**src/rtl/bullet_fire_controller_if.sv**
```systemverilog
// Button, game-state and bullet-slot signals shared by the fire controller and
// the 32 bullet slots.
interface bullet_fire_controller_if;
    logic        _fireButton;
    logic        gameActive;
    logic [31:0] bulletBusy;
    logic        _isBulletFire;
    logic [4:0]  shootingBulletID;
    logic        noFreeSlot;
    logic [7:0]  shotCount;

    modport master (
        output _fireButton,
        output gameActive,
        output bulletBusy,
        input  _isBulletFire,
        input  shootingBulletID,
        input  noFreeSlot,
        input  shotCount
    );

    modport slave (
        input  _fireButton,
        input  gameActive,
        input  bulletBusy,
        output _isBulletFire,
        output shootingBulletID,
        output noFreeSlot,
        output shotCount
    );
endinterface

```
**src/rtl/bullet_fire_controller.sv**
```systemverilog
// Debounced fire button to single-shot launcher: picks the next free bullet slot
// round-robin, strobes it for one frame, then enforces a cooldown and a release.
module bullet_fire_controller #(
    parameter int DEBOUNCE_FRAMES = 3,
    parameter int COOLDOWN_FRAMES = 8
) (
    input  logic                     frameClk,
    input  logic                     reset,
    bullet_fire_controller_if.slave  bus
);

    // state    | meaning
    // IDLE     | waiting for a synchronized press
    // DEBOUNCE | counting consecutive pressed frames
    // SELECT   | one frame: search for a free slot from rr_ptr_q
    // FIRE     | one frame: strobe low, advance pointer and shot count
    // COOLDOWN | fixed frame delay, button ignored
    // HOLD     | wait for release so one press gives one shot
    typedef enum logic [2:0] {
        IDLE     = 3'd0,
        DEBOUNCE = 3'd1,
        SELECT   = 3'd2,
        FIRE     = 3'd3,
        COOLDOWN = 3'd4,
        HOLD     = 3'd5
    } state_t;

    localparam logic [3:0] DB_LAST = 4'(DEBOUNCE_FRAMES - 1);
    localparam logic [7:0] CD_LAST = 8'(COOLDOWN_FRAMES - 1);

    state_t      state_q, state_d;
    logic [3:0]  dbc_q, dbc_d;
    logic [7:0]  cdc_q, cdc_d;
    logic [4:0]  rr_ptr_q, rr_ptr_d;
    logic [4:0]  slot_id_q, slot_id_d;
    logic [7:0]  shot_cnt_q, shot_cnt_d;
    logic        sync1_q, sync2_q;

    logic        pressed;
    logic [62:0] busy_dbl;
    logic [31:0] busy_rot;
    logic        slot_found;
    logic [4:0]  slot_off;
    logic [4:0]  free_id;
    logic        fire_n;
    logic        no_free;

    assign pressed = ~sync2_q;

    // Doubling the busy vector turns the modulo-32 search into a plain rotate.
    assign busy_dbl = {bus.bulletBusy[30:0], bus.bulletBusy};
    assign busy_rot = busy_dbl[rr_ptr_q +: 32];

    always_comb begin
        slot_found = 1'b0;
        slot_off   = 5'd0;
        for (int i = 31; i >= 0; i--) begin
            if (!busy_rot[i]) begin
                slot_found = 1'b1;
                slot_off   = 5'(i);
            end
        end
    end

    assign free_id = rr_ptr_q + slot_off;

    always_ff @(posedge frameClk) begin
        if (reset) begin
            state_q    <= IDLE;
            dbc_q      <= 4'd0;
            cdc_q      <= 8'd0;
            rr_ptr_q   <= 5'd0;
            slot_id_q  <= 5'd0;
            shot_cnt_q <= 8'd0;
            sync1_q    <= 1'b1;
            sync2_q    <= 1'b1;
        end else begin
            state_q    <= state_d;
            dbc_q      <= dbc_d;
            cdc_q      <= cdc_d;
            rr_ptr_q   <= rr_ptr_d;
            slot_id_q  <= slot_id_d;
            shot_cnt_q <= shot_cnt_d;
            sync1_q    <= bus._fireButton;
            sync2_q    <= sync1_q;
        end
    end

    always_comb begin
        state_d    = state_q;
        dbc_d      = dbc_q;
        cdc_d      = cdc_q;
        rr_ptr_d   = rr_ptr_q;
        slot_id_d  = slot_id_q;
        shot_cnt_d = shot_cnt_q;
        if (!bus.gameActive) begin
            // Pointer, last ID and shot count survive a pause; a pending shot does not.
            state_d = IDLE;
            dbc_d   = 4'd0;
            cdc_d   = 8'd0;
        end else begin
            case (state_q)
                IDLE: begin
                    if (pressed) begin
                        state_d = DEBOUNCE;
                        dbc_d   = 4'd1;
                    end
                end
                DEBOUNCE: begin
                    if (!pressed) begin
                        state_d = IDLE;
                        dbc_d   = 4'd0;
                    end else if (dbc_q == DB_LAST) begin
                        state_d = SELECT;
                        dbc_d   = 4'd0;
                    end else begin
                        dbc_d = dbc_q + 4'd1;
                    end
                end
                SELECT: begin
                    if (slot_found) begin
                        slot_id_d = free_id;
                        state_d   = FIRE;
                    end else begin
                        state_d = HOLD;
                    end
                end
                FIRE: begin
                    rr_ptr_d   = slot_id_q + 5'd1;
                    shot_cnt_d = (shot_cnt_q == 8'hFF) ? shot_cnt_q : shot_cnt_q + 8'd1;
                    cdc_d      = 8'd0;
                    state_d    = COOLDOWN;
                end
                COOLDOWN: begin
                    if (cdc_q == CD_LAST) begin
                        state_d = HOLD;
                        cdc_d   = 8'd0;
                    end else begin
                        cdc_d = cdc_q + 8'd1;
                    end
                end
                HOLD: begin
                    if (!pressed) begin
                        state_d = IDLE;
                    end
                end
                default: begin
                    state_d = IDLE;
                    dbc_d   = 4'd0;
                    cdc_d   = 8'd0;
                end
            endcase
        end
    end

    always_comb begin
        fire_n  = (state_q != FIRE);
        no_free = (state_q == SELECT) && bus.gameActive && !slot_found;
    end

    assign bus._isBulletFire    = fire_n;
    assign bus.shootingBulletID = slot_id_q;
    assign bus.noFreeSlot       = no_free;
    assign bus.shotCount        = shot_cnt_q;

endmodule

```
**src/flat_wrapper.sv**
```systemverilog
// flat-port wrapper written by rule: the top's interface ports become plain ports
module bullet_fire_controller_flat 
#(
    parameter int DEBOUNCE_FRAMES = 3,
    parameter int COOLDOWN_FRAMES = 8
)
  (frameClk, reset, bus__fireButton, bus_gameActive, bus_bulletBusy, bus__isBulletFire, bus_shootingBulletID, bus_noFreeSlot, bus_shotCount);
  bullet_fire_controller_if bus_i ();
  input  logic frameClk;
  input  logic reset;
  input wire logic [$bits(bus_i._fireButton)-1:0] bus__fireButton;
  input wire logic [$bits(bus_i.gameActive)-1:0] bus_gameActive;
  input wire logic [$bits(bus_i.bulletBusy)-1:0] bus_bulletBusy;
  output wire logic [$bits(bus_i._isBulletFire)-1:0] bus__isBulletFire;
  output wire logic [$bits(bus_i.shootingBulletID)-1:0] bus_shootingBulletID;
  output wire logic [$bits(bus_i.noFreeSlot)-1:0] bus_noFreeSlot;
  output wire logic [$bits(bus_i.shotCount)-1:0] bus_shotCount;
  assign bus_i._fireButton = bus__fireButton;
  assign bus_i.gameActive = bus_gameActive;
  assign bus_i.bulletBusy = bus_bulletBusy;
  assign bus__isBulletFire = bus_i._isBulletFire;
  assign bus_shootingBulletID = bus_i.shootingBulletID;
  assign bus_noFreeSlot = bus_i.noFreeSlot;
  assign bus_shotCount = bus_i.shotCount;
  bullet_fire_controller #(.DEBOUNCE_FRAMES(DEBOUNCE_FRAMES), .COOLDOWN_FRAMES(COOLDOWN_FRAMES)) u_core (.frameClk(frameClk), .reset(reset), .bus(bus_i));
endmodule
```
**config.mk**
```make
export PLATFORM = sky130hd
export DESIGN_NAME = bullet_fire_controller_flat
export DESIGN_NICKNAME = d
export VERILOG_FILES = /design/src/rtl/bullet_fire_controller_if.sv /design/src/rtl/bullet_fire_controller.sv /design/src/flat_wrapper.sv
export SDC_FILE = /design/constraint.sdc
export NUM_CORES = 1
export LEC_CHECK = 0
export ABC_AREA = 1
export CAP_MARGIN = 20
export CORE_AREA = 3 3 97 99
export DETAILED_ROUTE_END_ITERATION = 8
export DIE_AREA = 0 0 100 102
export DONT_BUFFER_PORTS = 1
export PLACE_DENSITY = 0.64
export SLEW_MARGIN = 20
export SYNTH_ARGS = -nofsm -noshare
export SYNTH_HDL_FRONTEND = slang
export SYNTH_SLANG_ARGS = --single-unit
```
**constraint.sdc**
```tcl
create_clock -name frameClk -period 5.25 [get_ports frameClk]
set_input_delay 1.05 -clock frameClk [delete_from_list [all_inputs] [get_ports frameClk]]
set_output_delay 1.05 -clock frameClk [all_outputs]
set_load 0.01 [all_outputs]
```
==> results.json <==
{
  "outcome": "completed",
  "io_buffers": 0,
  "row_count": 34,
  "yosys_most_used_dff": "dfxtp_1",
  "setup_tns_ns": 0,
  "yosys-top-cells-count": "219 x nand2_1, 153 x nand3_1, 66 x inv_1",
  "worstPathRequired_ns": 5.47,
  "yosysMostFrequentCell": "nand2_1",
  "fill_cells": 938,
  "pwr-share-seq": 0.443,
  "cts_made_buffers": 5,
  "grt_max_degree": 36,
  "rsz0062_at_grt": "no",
  "critical_path_class": "reg -> reg",
  "p_sw_frac": 0.269,
  "synth-edff-count": 0,
  "wl_um": 11300,
  "cts-htree-levels": 2,
  "timing.rr.end": "u_core.bus.shootingBulletID[4]$_SDFFE_PP0P_",
  "ys_seq_area_frac": 0.172,
  "combinationalPowerShare": 0.177,
  "finalMaxSlewViolations": 0,
  "skew_ns": 0.0110,
  "core_um2": 8640,
  "ys_ff_latch": 35,
  "synth_area_leader_cell": "nand2_1",
  "fp.dieArea_um2": 10200,
  "regToRegStartpoint": "u_core.rr_ptr_q[3]$_SDFFE_PP0P_",
  "maxCapViolCount": 0,
  "p_per_area_nw_per_um2": 144,
  "tightest_slew_ns": 0.707,
  "synth_top_area_frac": 0.201,
  "p_leak_nw": 1.89,
  "ir_drop_mv": 0.340,
  "die_width_um": 100,
  "synth.distinct_cells": 44,
  "clock-sinks": 35,
  "power_switching_mw": 0.162,
  "clockBufferDepth": 2,
  "hold_ws_ns": 0.413,
  "dp_hpwl_um": 9090,
  "final_layout_size_suffix_gt1_frac": 0.0669,
  "grt_pass1_vias": 4175,
  "post-cts-setup-buffers": 0,
  "hold_path_class": "reg -> reg",
  "first_pass_iters": 5,
  "grt.overflow.total": 0,
  "cp-startpoint": "u_core.rr_ptr_q[3]$_SDFFE_PP0P_",
  "vias": 4678,
  "dpl.cell_count": 819,
  "cp-start-kind": "flip-flop",
  "cp_max_fo": 30,
  "wire_per_inst_um": 13.7,
  "slowest_stage": "clkinv_1",
  "vias_per_cell": 5.66,
  "slew_headroom": 0.526,
  "avgSynthCellArea_um2": 5.55,
  "critPathCaptureType": "flip-flop",
  "nNetsFinal": 765,
  "yosys_warnings": 0,
  "initial_utilization": 0.473,
  "reg2reg_depth": 42,
  "dr.first_iter.drc_count": 341,
  "cts_tree": "done",
  "finalCriticalPeriod_ns": 4.65,
  "min_period_over_period": 0.886,
  "clk_pin_slew_ns": 0.07,
  "cp_common_cell": "nand2_1",
  "grt_usage": 0.225,
  "clock_power_share": 0.380,
  "internal_power_mw": 0.440,
  "synth.area.top_cells": "nand2_1 20%, nand3_1 19%, dfxtp_1 17%, o21ai_0 6.7%, inv_1 6.1%",
  "syn_inst": 736,
  "ant_nets": 0,
  "hold_viol_final": 0,
  "r2r_setup_slack_ns": 0.60,
  "drc": 0,
  "crit_path_end": "u_core.bus.shootingBulletID[4]$_SDFFE_PP0P_",
  "dieHeight_um": 102,
  "routabilityCongestion": 0.919,
  "syn_to_final_growth_pct": 2.48,
  "synthArstFlopShare": 0,
  "clk_latency_ns": 0.28,
  "setup_violations": 0,
  "grt_pass1_wl_um": 19000,
  "grt_antenna_before_repair": 0,
  "postCtsResizedCells": 0,
  "arrival_ns": 4.87,
  "cts_root_buf": "clkbuf_8",
  "hold_buffers": 0,
  "synth_fp_nets": 783,
  "fin_cells": 826,
  "slowest_delay_ns": 0.56,
  "antenna_cells": 0,
  "syn-cell-area_um2": 4080,
  "io_pins": 51,
  "fmax_ghz": 0.215
}
[cells in the final DEF (no fill, tap or decap), drive strengths merged, types with 2 or more instances in the layout]
master  synthesis  routed
clkbuf          8       6
xor2            6       6
o21a            2       2
a21oi          26      26
buf            27      10
nor3b           3       3
or2            10      10
dfxtp          35      35
nor2           42      42
o21bai          2       2
inv            71      71
nand2         230     230
o21ai          67      67
nand3         156     156
nor3           13      13
ha             10      10
a211oi          2       2
a31oi          13      13
[state kept, by name (all words and copies together) (netlist names)]
signal and count:
u_core.rr_ptr_q 5, u_core.sync2_q 1, u_core.bus.shotCount 8, u_core.sync1_q 1, u_core.bus.shootingBulletID 5, u_core.dbc_q 4
u_core.state_q 3, u_core.cdc_q 8
[final cells by class]
class | count | area, um2 | area share
Sequential cell | 35 | 704 | 0.168
Timing Repair Buffer | 10 | 75.1 | 0.0179
Clock buffer | 6 | 72.6 | 0.0173
Inverter | 72 | 278 | 0.0664
Clock inverter | 1 | 30.0 | 0.00718
Multi-Input combinational cell | 594 | 2890 | 0.690
Tap cell | 108 | 135 | 0.0323
[logic make-up (layout without fill, tap and decap cells)]
kind of cell / Yosys count / in the layout / share of synthesized area
AND/OR/NAND/NOR: 457 / 457 / 0.493
XOR/XNOR: 7 / 7 / 0.0150
buffers and inverters: 107 / 89 / 0.121
adder cells (fa/ha/maj): 11 / 11 / 0.0356
AO/OA/AOI/OAI: 119 / 119 / 0.164
flip-flops: 35 / 35 / 0.172
[critical path, delay by kind of cell (launching register included)]
kind	cells	cell delay [ns]
AO/OA/AOI/OAI	4	0.57
XOR/XNOR	2	0.36
adder cells (fa/ha/maj)	2	0.56
buffers and inverters	2	0.62
flip-flops	1	0.34
AND/OR/NAND/NOR	32	2.14
[power by group through the flow]
stage / Combinational (mW) / Sequential (mW) / Clock, mW
after floorplan: 0.0822 / 0.273 / 0
after global placement: 0.104 / 0.273 / 0
after detailed placement: 0.105 / 0.273 / 0
after CTS: 0.105 / 0.267 / 0.236
after global routing: 0.123 / 0.267 / 0.248
final: 0.107 / 0.267 / 0.229
[worst min-delay path by stage]
| stage | from | end | slack [ns] | cells after the start |
|---|---|---|---|---|
| global placement | u_core.sync1_q$_SDFF_PP1_ | u_core.sync2_q$_SDFF_PP1_ | 0.41 | 1 |
| detailed placement | u_core.sync1_q$_SDFF_PP1_ | u_core.sync2_q$_SDFF_PP1_ | 0.41 | 1 |
| floorplan | u_core.sync1_q$_SDFF_PP1_ | u_core.sync2_q$_SDFF_PP1_ | 0.39 | 1 |
| CTS | u_core.sync1_q$_SDFF_PP1_ | u_core.sync2_q$_SDFF_PP1_ | 0.42 | 1 |
| finish | u_core.sync1_q$_SDFF_PP1_ | u_core.sync2_q$_SDFF_PP1_ | 0.41 | 1 |
| global route | u_core.sync1_q$_SDFF_PP1_ | u_core.sync2_q$_SDFF_PP1_ | 0.44 | 1 |
[per-layer routing]
| metal | vias up | wire (um) | track usage |
|---|---|---|---|
| li1 | 2405 | - | - |
| met1 | 2080 | 5000 | 0.288 |
| met2 | 166 | 5340 | 0.396 |
| met3 | 27 | 728 | 0.0294 |
| met4 | 0 | 258 | 0.0663 |
| met5 | - | 0 | 0 |
[metrics by stage]
stage | setup WS (ns) | power (mW) | area, um2 | util
floorplan | 0.896 | 0.355 | 4080 | -
global placement | 0.384 | 0.378 | 4080 | 0.472
detailed placement | 0.304 | 0.378 | 4080 | 0.472
CTS | 0.297 | 0.609 | 4180 | 0.484
global route | 0.0547 | 0.638 | 4180 | 0.484
finish | 0.597 | 0.603 | 4180 | 0.484
(Power assumes the default switching activity.)
